<file path="src/rtl/obsidian_hazard_controller_if.sv">
// Decode-side hazard controller bundle: pipeline-field observations in, stall/flush controls
// and statistics out.
interface obsidian_hazard_controller_if #(
  parameter int unsigned CNT_W = 16
);
  logic [31:0]      if_id_instr;
  logic             id_ex_memread;
  logic [4:0]       id_ex_rd;
  logic             wb_regwrite;
  logic [4:0]       wb_rd;
  logic             ex_branch_taken;
  logic             cnt_clear;
  logic             pc_write_en;
  logic             if_id_write_en;
  logic             if_id_flush;
  logic             id_ex_bubble;
  logic [1:0]       ctrl_state;
  logic [CNT_W-1:0] stall_count;
  logic [CNT_W-1:0] flush_count;

  modport master (
    output if_id_instr, id_ex_memread, id_ex_rd, wb_regwrite, wb_rd, ex_branch_taken, cnt_clear,
    input  pc_write_en, if_id_write_en, if_id_flush, id_ex_bubble, ctrl_state,
           stall_count, flush_count
  );

  modport slave (
    input  if_id_instr, id_ex_memread, id_ex_rd, wb_regwrite, wb_rd, ex_branch_taken, cnt_clear,
    output pc_write_en, if_id_write_en, if_id_flush, id_ex_bubble, ctrl_state,
           stall_count, flush_count
  );
endinterface

</file>
<file path="src/rtl/obsidian_hazard_controller.sv">
// Pipeline sequencer beside decode: load-use / WB-collision stalls, taken-branch flushes,
// and saturating stall/flush statistics.
module obsidian_hazard_controller #(
  parameter int unsigned STALL_CYCLES = 1,
  parameter int unsigned FLUSH_CYCLES = 2,
  parameter int unsigned CNT_W        = 16
) (
  input logic clk,
  input logic rst_n,
  obsidian_hazard_controller_if.slave bus
);
  localparam int unsigned MAXC = (STALL_CYCLES > FLUSH_CYCLES) ? STALL_CYCLES : FLUSH_CYCLES;
  localparam int unsigned CW   = (MAXC > 2) ? $clog2(MAXC) : 1;
  localparam logic [CW-1:0] STALL_RELOAD = CW'((STALL_CYCLES > 1) ? STALL_CYCLES - 2 : 0);
  localparam logic [CW-1:0] FLUSH_RELOAD = CW'((FLUSH_CYCLES > 1) ? FLUSH_CYCLES - 2 : 0);

  typedef enum logic [1:0] {
    RUN   = 2'b00,
    STALL = 2'b01,
    FLUSH = 2'b10
  } state_t;

  state_t           state, state_nxt;
  logic [CW-1:0]    cnt, cnt_nxt;
  logic             rst_hold;
  logic             inc_stall, inc_flush;
  logic [CNT_W-1:0] stall_count, flush_count;

  logic [10:0] opcode;
  logic [4:0]  src1, src2;
  logic        is_store, is_load, load_use, wb_raw, hazard;
  logic        unused_instr_bits;

  assign opcode   = bus.if_id_instr[31:21];
  assign src1     = bus.if_id_instr[9:5];
  assign is_store = (opcode == 11'h7C0) || (opcode == 11'h5E0) || (opcode == 11'h7E0);
  assign is_load  = (opcode == 11'h7C2) || (opcode == 11'h5E2) || (opcode == 11'h7E2);
  // Loads have no second source; park src2 on XZR so it can never match.
  assign src2     = is_load  ? 5'd31 :
                    is_store ? bus.if_id_instr[4:0] : bus.if_id_instr[20:16];
  assign unused_instr_bits = ^bus.if_id_instr[15:10];

  assign load_use = bus.id_ex_memread && (bus.id_ex_rd != 5'd31) &&
                    ((bus.id_ex_rd == src1) || (bus.id_ex_rd == src2));
  assign wb_raw   = bus.wb_regwrite && (bus.wb_rd != 5'd31) &&
                    ((bus.wb_rd == src1) || (bus.wb_rd == src2));
  assign hazard   = load_use || wb_raw;

  // Held high from reset assertion until the first clock edge after release.
  always_ff @(posedge clk or negedge rst_n) begin
    if (!rst_n) rst_hold <= 1'b1;
    else        rst_hold <= 1'b0;
  end

  always_ff @(posedge clk or negedge rst_n) begin
    if (!rst_n) begin
      state <= RUN;
      cnt   <= '0;
    end else begin
      state <= state_nxt;
      cnt   <= cnt_nxt;
    end
  end

  always_comb begin
    state_nxt          = state;
    cnt_nxt            = cnt;
    inc_stall          = 1'b0;
    inc_flush          = 1'b0;
    bus.pc_write_en    = 1'b1;
    bus.if_id_write_en = 1'b1;
    bus.if_id_flush    = 1'b0;
    bus.id_ex_bubble   = 1'b0;
    if (rst_hold) begin
      bus.pc_write_en    = 1'b0;
      bus.if_id_write_en = 1'b0;
      bus.if_id_flush    = 1'b1;
      bus.id_ex_bubble   = 1'b1;
      state_nxt          = RUN;
      cnt_nxt            = '0;
    end else if (bus.ex_branch_taken) begin
      bus.if_id_flush  = 1'b1;
      bus.id_ex_bubble = 1'b1;
      inc_flush        = 1'b1;
      if (FLUSH_CYCLES > 1) begin
        state_nxt = FLUSH;
        cnt_nxt   = FLUSH_RELOAD;
      end else begin
        state_nxt = RUN;
      end
    end else begin
      unique case (state)
        RUN: if (hazard) begin
          bus.pc_write_en    = 1'b0;
          bus.if_id_write_en = 1'b0;
          bus.id_ex_bubble   = 1'b1;
          inc_stall          = 1'b1;
          if (STALL_CYCLES > 1) begin
            state_nxt = STALL;
            cnt_nxt   = STALL_RELOAD;
          end
        end
        STALL: begin
          bus.pc_write_en    = 1'b0;
          bus.if_id_write_en = 1'b0;
          bus.id_ex_bubble   = 1'b1;
          inc_stall          = 1'b1;
          if (cnt == '0) state_nxt = RUN;
          else           cnt_nxt   = cnt - 1'b1;
        end
        FLUSH: begin
          bus.if_id_flush  = 1'b1;
          bus.id_ex_bubble = 1'b1;
          if (cnt == '0) state_nxt = RUN;
          else           cnt_nxt   = cnt - 1'b1;
        end
        default: state_nxt = RUN;
      endcase
    end
  end

  always_ff @(posedge clk or negedge rst_n) begin
    if (!rst_n) begin
      stall_count <= '0;
      flush_count <= '0;
    end else if (bus.cnt_clear) begin
      stall_count <= '0;
      flush_count <= '0;
    end else begin
      if (inc_stall && (stall_count != '1)) stall_count <= stall_count + 1'b1;
      if (inc_flush && (flush_count != '1)) flush_count <= flush_count + 1'b1;
    end
  end

  assign bus.ctrl_state  = state;
  assign bus.stall_count = stall_count;
  assign bus.flush_count = flush_count;
endmodule

</file>
<file path="src/flat_wrapper.sv">
// flat-port wrapper written by rule: the top's interface ports become plain ports
module obsidian_hazard_controller_flat 
#(
  parameter int unsigned STALL_CYCLES = 1,
  parameter int unsigned FLUSH_CYCLES = 2,
  parameter int unsigned CNT_W        = 16
)
  (clk, rst_n, bus_if_id_instr, bus_id_ex_memread, bus_id_ex_rd, bus_wb_regwrite, bus_wb_rd, bus_ex_branch_taken, bus_cnt_clear, bus_pc_write_en, bus_if_id_write_en, bus_if_id_flush, bus_id_ex_bubble, bus_ctrl_state, bus_stall_count, bus_flush_count);
  obsidian_hazard_controller_if #(.CNT_W(CNT_W)) bus_i ();
  input logic clk;
  input logic rst_n;
  input wire logic [$bits(bus_i.if_id_instr)-1:0] bus_if_id_instr;
  input wire logic [$bits(bus_i.id_ex_memread)-1:0] bus_id_ex_memread;
  input wire logic [$bits(bus_i.id_ex_rd)-1:0] bus_id_ex_rd;
  input wire logic [$bits(bus_i.wb_regwrite)-1:0] bus_wb_regwrite;
  input wire logic [$bits(bus_i.wb_rd)-1:0] bus_wb_rd;
  input wire logic [$bits(bus_i.ex_branch_taken)-1:0] bus_ex_branch_taken;
  input wire logic [$bits(bus_i.cnt_clear)-1:0] bus_cnt_clear;
  output wire logic [$bits(bus_i.pc_write_en)-1:0] bus_pc_write_en;
  output wire logic [$bits(bus_i.if_id_write_en)-1:0] bus_if_id_write_en;
  output wire logic [$bits(bus_i.if_id_flush)-1:0] bus_if_id_flush;
  output wire logic [$bits(bus_i.id_ex_bubble)-1:0] bus_id_ex_bubble;
  output wire logic [$bits(bus_i.ctrl_state)-1:0] bus_ctrl_state;
  output wire logic [$bits(bus_i.stall_count)-1:0] bus_stall_count;
  output wire logic [$bits(bus_i.flush_count)-1:0] bus_flush_count;
  assign bus_i.if_id_instr = bus_if_id_instr;
  assign bus_i.id_ex_memread = bus_id_ex_memread;
  assign bus_i.id_ex_rd = bus_id_ex_rd;
  assign bus_i.wb_regwrite = bus_wb_regwrite;
  assign bus_i.wb_rd = bus_wb_rd;
  assign bus_i.ex_branch_taken = bus_ex_branch_taken;
  assign bus_i.cnt_clear = bus_cnt_clear;
  assign bus_pc_write_en = bus_i.pc_write_en;
  assign bus_if_id_write_en = bus_i.if_id_write_en;
  assign bus_if_id_flush = bus_i.if_id_flush;
  assign bus_id_ex_bubble = bus_i.id_ex_bubble;
  assign bus_ctrl_state = bus_i.ctrl_state;
  assign bus_stall_count = bus_i.stall_count;
  assign bus_flush_count = bus_i.flush_count;
  obsidian_hazard_controller #(.STALL_CYCLES(STALL_CYCLES), .FLUSH_CYCLES(FLUSH_CYCLES), .CNT_W(CNT_W)) u_core (.clk(clk), .rst_n(rst_n), .bus(bus_i));
endmodule
</file>
<file path="config.mk">
export PLATFORM = sky130hd
export DESIGN_NAME = obsidian_hazard_controller_flat
export DESIGN_NICKNAME = d
export VERILOG_FILES = /design/src/rtl/obsidian_hazard_controller_if.sv /design/src/rtl/obsidian_hazard_controller.sv /design/src/flat_wrapper.sv
export SDC_FILE = /design/constraint.sdc
export NUM_CORES = 1
export LEC_CHECK = 0
export CORE_UTILIZATION = 30
export CTS_CLUSTER_DIAMETER = 120
export DETAILED_ROUTE_END_ITERATION = 10
export PLACE_DENSITY = 0.68
export SLEW_MARGIN = 10
export SYNTH_ARGS = -nofsm -noshare
export SYNTH_HDL_FRONTEND = slang
export SYNTH_SLANG_ARGS = --single-unit
</file>
<file path="constraint.sdc">
create_clock -name clk -period 5.65 [get_ports clk]
set_input_delay 1.13 -clock clk [delete_from_list [all_inputs] [get_ports clk]]
set_output_delay 1.13 -clock clk [all_outputs]
set_load 0.005 [all_outputs]
</file>
* After elaboration in Yosys (flattened, before gate mapping)
Cells that the tools add are included.
Operators by class: $add $sub $neg 3, equal/unequal tests 18, multiplexer cells 30, reductions and logical operators 19
Operator list (number):
- 11-bit equality test (second input constant) | 6
- 16-bit 2-to-1 mux | 4
- 16-bit by 1-bit adder with 16-bit output (second input constant) | 2
- 16-bit != test (second input constant) | 2
- 5-bit equality test | 4
- 1-bit 2-to-1 mux | 17
- 5-bit 2-to-1 mux | 2
- 5-bit != test (second input constant) | 2
- 1-bit logical OR | 7
- 1-bit logical AND | 6
- 2-bit 2-to-1 mux | 3
- 1-bit one-hot mux with 2 select lines | 3
- 4-bit != test (second input constant) | 1
- 2-bit one-hot mux with 2 select lines | 1
- 2-bit nonzero test | 2
- 3-bit by 2-bit != test with 1-bit output (second input constant) | 1
- 3-bit nonzero test | 1
- 2-bit by 1-bit equality test with 1-bit output (second input constant) | 1
- 2-bit equality test (second input constant) | 1
- 2-bit zero test | 1
- 2-bit AND reduction | 1
- 2-bit OR reduction | 1
- 1-bit subtractor (second input constant) | 1
Storage, ports and cells: register bits after elaboration 36, input port bits 48, logic and storage cells 75

* Longest topological paths before layout
depth after elaboration 16, mapped depth 11

* Worst setup path before layout
Ideal clock, no wire load.
path type input-to-output, start point input bus_if_id_instr[24], end point output bus_pc_write_en, arrival time 3.452 ns, path slack 1.068 ns, cell stages on the path 10, cell sequence or4b_4 > nor3_4 > mux2_2 > a221oi_1 > nor4bb_1 > buf_2 > nor2_1 > nor3_1 > nor2_1 > buf_4
Between the ends: cells in the longest elaborated chain, start to end 13, elaborated cells on any way between the ends 23, those cells by class eq/ne: 8; mux: 6; reduce/logical: 9
Ends and longest elaborated chain:
- from (decl) | RTL line flat_wrapper.sv:12 | input wire logic [$bits(bus_i.if_id_instr)-1:0] bus_if_id_instr;
- 11-bit equality test | RTL line obsidian_hazard_controller.sv:36 | assign is_store = (opcode == 11'h7C0) || (opcode == 11'h5E0) || (opcode == 11'h7E0);
- 1-bit logical OR (2 in a row) | RTL line obsidian_hazard_controller.sv:36
- 5-bit 2-to-1 mux | RTL line obsidian_hazard_controller.sv:40 | is_store ? bus.if_id_instr[4:0] : bus.if_id_instr[20:16];
- 5-bit 2-to-1 mux * | RTL line obsidian_hazard_controller.sv:39 | assign src2 = is_load ? 5'd31 :
- 5-bit equality test, on equally long branches | RTL line obsidian_hazard_controller.sv:44, obsidian_hazard_controller.sv:46
- 1-bit logical OR, on equally long branches | RTL line obsidian_hazard_controller.sv:44, obsidian_hazard_controller.sv:46
- 1-bit logical AND, on equally long branches | RTL line obsidian_hazard_controller.sv:43, obsidian_hazard_controller.sv:45
- 1-bit logical OR * | RTL line obsidian_hazard_controller.sv:47 | assign hazard = load_use || wb_raw;
- 1-bit 2-to-1 mux *
- 1-bit one-hot mux with 2 select lines *
- 1-bit 2-to-1 mux * (2 in a row)
- to (decl) | RTL line flat_wrapper.sv:19 | output wire logic [$bits(bus_i.pc_write_en)-1:0] bus_pc_write_en;
Every way passes the cells marked *; elsewhere a longest branch is shown, timed or not.

* Worst setup path after layout
start point input bus_if_id_instr[24], end point output bus_id_ex_bubble
Between the ends: cells in the longest elaborated chain, start to end 13, elaborated cells on any way between the ends 23, those cells by class eq/ne: 8; mux: 6; reduce/logical: 9
Ends and longest elaborated chain:
- 11-bit equality test | RTL line obsidian_hazard_controller.sv:36
- 1-bit logical OR (2 in a row) | RTL line obsidian_hazard_controller.sv:36
- 5-bit 2-to-1 mux | RTL line obsidian_hazard_controller.sv:40
- 5-bit 2-to-1 mux * | RTL line obsidian_hazard_controller.sv:39
- 5-bit equality test, on equally long branches | RTL line obsidian_hazard_controller.sv:44, obsidian_hazard_controller.sv:46
- 1-bit logical OR, on equally long branches | RTL line obsidian_hazard_controller.sv:44, obsidian_hazard_controller.sv:46
- 1-bit logical AND, on equally long branches | RTL line obsidian_hazard_controller.sv:43, obsidian_hazard_controller.sv:45
- 1-bit logical OR * | RTL line obsidian_hazard_controller.sv:47
- 1-bit 2-to-1 mux * | RTL line obsidian_hazard_controller.sv:93 | RUN: if (hazard) begin
- 1-bit one-hot mux with 2 select lines * | RTL line obsidian_hazard_controller.sv:92 | unique case (state)
- 1-bit 2-to-1 mux * | RTL line obsidian_hazard_controller.sv:81 | end else if (bus.ex_branch_taken) begin
- 1-bit 2-to-1 mux * | RTL line obsidian_hazard_controller.sv:74 | if (rst_hold) begin
- to (decl) | RTL line flat_wrapper.sv:22 | output wire logic [$bits(bus_i.id_ex_bubble)-1:0] bus_id_ex_bubble;
Marks and branches as above.

==> metrics <==
Worst R2R Path Depth 7; DIE AREA 7648 µm²; total CTS buffers 5; WS Path Type in -> out; crit path to bus_id_ex_bubble; initial antenna violation count 0; crit path capture type output port; Die W 87.46 µm; total gr overflow 0; DR iter-0 viols 48; crit path launch type primary input; worst-case clock buffer depth 2; sequential area share after synthesis 38.89%; CP max FO 7; Post-CTS Setup Repair Bufs 0; Root Driver clkbuf_8; FFs w/ async S/R, synth 100.0%; Post-Syn Instances 243; CTS tree done; antenna viol nets, final 0; # clock sinks 34; total number of placement rows 30; clock slew at reported path FFs 0.07 ns; drt total wl 5.984 mm; largest net degree at the start of global routing 35; Reg2Reg Setup Slack 2.87 ns; routability cong. 0.8737; input/output buffers 78; synthesized cell area 2191 µm²; Tmin final 5.341 ns; first-pass detailed-route iteration total 6; Hold Vio Cnt, Final 0; Worst path top cell family by delay simple AND/OR/NAND/NOR gates; Max Transition Viols Final 0; Worst path max stage delay 0.55 ns; total global-route track usage 15.93%; Antenna Cells 0; Least-Margin Pin Slew 1.214 ns; Post-synth top flop dfrtp_1; final setup violating endpoints 0; vias in the first global route 2,056; library cells used by synthesis 50; CP Depth 9; Worst Hold Class reg -> reg; placed inst area 3072 µm²; via count 2,102; first-pass GRT wire length 9.625 mm; Util after Layout 46.16%; Post-synth EDFFs 0; initial core utilization 31.72%; CTS resizes 0; HPWL after detailed placement 4.414 mm; # DRC 0; vias per cell 5.005; Layout area overhead 45.52%; die height 87.46 µm; WP buf/inv 3; RSZ-0062 raised after global routing false; fmax 0.1872 GHz; IO Count 86; clk_skew 0.007917 ns; cts hold-fix bufs 0; Crit-path slowest cell or4b_4; status finished clean; Fin Setup TNS 0 ns; WP data required 4.52 ns; fraction of layout cells with a size suffix above 1 6.790%; DR WL/cell 14.25 µm; Core Box Area 6907 µm²; PD cells 178.4 nW/µm²; peak supply drop 141.3 µV; Critical R2R Launch u_core.bus.stall_count[0]; most frequent CP cell clkdlybuf4s50_1; Crit Reg-Reg Endpoint u_core.bus.stall_count[7]; LEAKAGE 1.295 nW; final hold slack 0.5434 ns; YS warnings 0; Avg Inst Size Synth 9.016 µm²; later-pin clock latency in the skew report 0.29 ns; crit path DAT 4.21 ns; start point of the critical path bus_if_id_instr[24]; relative slew slack 18.81%; max-cap check violation count 0; post-route design area 3188 µm²; cells along the critical path clkdlybuf4s50_1, or4b_4, nor3_4, mux2_2, a221oi_1, nor4bb_1, buf_4, or3_1, clkdlybuf4s50_1; post-layout net count 373; Clock H-tree levels 2; Final period util 94.54%; Seq cells post-synth 34
cell type report:
class                      count  area [µm²]
sequential                    34       852.1
clock inverter                 1       30.03
fill                         690        3719
inverter                      11       41.29
clock buffer                   7       86.33
timing repair buffer          82       810.8
multi-input combinational    189        1247
tap                           96       120.1
cells by family after synthesis:
kind of cell	share of synthesized area [%]
AND/OR/NAND/NOR	23.81
AO/OA/AOI/OAI	15.48
flip-flops	38.89
XOR/XNOR	12.79
buffers and inverters	4.340
multiplexers	3.369
adder cells (fa/ha/maj)	1.142
other	0.1712
through the flow:
step | instances | total power [mW] | setup WS [ns]
after CTS | 420 | 0.5731 | 0.2998
after detailed placement | 412 | 0.3395 | 0.3139
after global placement | 412 | 0.3380 | 0.3550
after floorplan | 244 | 0.2869 | 1.068
after global routing | 420 | 0.5901 | 0.1180
final | 420 | 0.5688 | 0.3087
worst register-to-register path: cells and delay by family (launching register included):
kind,cells,cell delay (ns)
AND/OR/NAND/NOR,3,1.01
AO/OA/AOI/OAI,3,1.01
flip-flops,1,0.42
adder cells (fa/ha/maj),1,0.25
worst min path at each step:
| stage | from | cells past startpoint | slack (ns) | endpoint |
|---|---|---|---|---|
| after floorplan | u_core.bus.flush_count[12] | 1 | 0.49 | u_core.bus.flush_count[12] |
| after global placement | u_core.bus.flush_count[12] | 1 | 0.52 | u_core.bus.flush_count[12] |
| after detailed placement | u_core.bus.flush_count[12] | 1 | 0.54 | u_core.bus.flush_count[12] |
| after CTS | u_core.bus.flush_count[12] | 1 | 0.55 | u_core.bus.flush_count[12] |
| after global routing | u_core.bus.flush_count[12] | 1 | 0.57 | u_core.bus.flush_count[12] |
| final | u_core.bus.flush_count[12] | 1 | 0.54 | u_core.bus.flush_count[12] |
power by group:
part	switching, mW	internal (mW)
Sequential	0.00182	0.245
Clock	0.0904	0.144
Combinational	0.0394	0.0480
Total	0.132	0.437
registers in the layout, summed over array words and instances, names as in the netlist:
| signal | count |
|---|---|
| u_core.bus.flush_count | 16 |
| u_core.rst_hold | 1 |
| u_core.bus.ctrl_state | 1 |
| u_core.bus.stall_count | 16 |
synth_stat cells (2+ instances only):
| cell type | number | share of area [%] |
|---|---|---|
| a222oi_1 | 2 | 0.91 |
| dfrtp_1 | 33 | 38 |
| o21ai_0 | 10 | 2.3 |
| nor4_1 | 2 | 0.57 |
| o31ai_1 | 3 | 1.0 |
| o2111ai_1 | 2 | 0.80 |
| and3_1 | 12 | 3.4 |
| o211ai_1 | 3 | 1.0 |
| nand4_1 | 5 | 1.4 |
| or3_1 | 12 | 3.4 |
| buf_4 | 2 | 0.69 |
| ha_1 | 2 | 1.1 |
| xor2_1 | 21 | 8.4 |
| mux2i_1 | 4 | 1.8 |
| nor2_1 | 27 | 4.6 |
| inv_1 | 11 | 1.9 |
| or2_2 | 3 | 0.86 |
| nor2b_1 | 2 | 0.57 |
| or4_1 | 3 | 1.0 |
| a21oi_1 | 14 | 3.2 |
| nand2_1 | 14 | 2.4 |
| xnor2_1 | 11 | 4.4 |
| mux2_2 | 3 | 1.5 |
| clkbuf_1 | 6 | 1.0 |
| o22ai_1 | 3 | 0.86 |
| nand3_1 | 9 | 2.1 |
placed cells by master (no fill, tap or decap), drive strengths merged, types with 3 or more instances in the layout:
cell type	instances
xor2	21
dfrtp	33
clkdlybuf4s50	78
a21oi	14
or3	12
and3	12
nand3	9
o211ai	3
nand4	5
xnor2	11
mux2i	4
clkbuf	7
mux2	3
buf	4
o22ai	3
nor2	27
or4	3
o21ai	12
o31ai	3
inv	11
or2	3
nand2	14
per-layer routing:
metal	wire [µm]	share of wire (%)	track usage [%]
met5	0	0	0
met4	65	1.1	4.024
met3	495	8.3	4.171
met2	2671	45	26.42
met1	2752	46	20.58
Note: power is estimated with default switching activity, not from simulation.
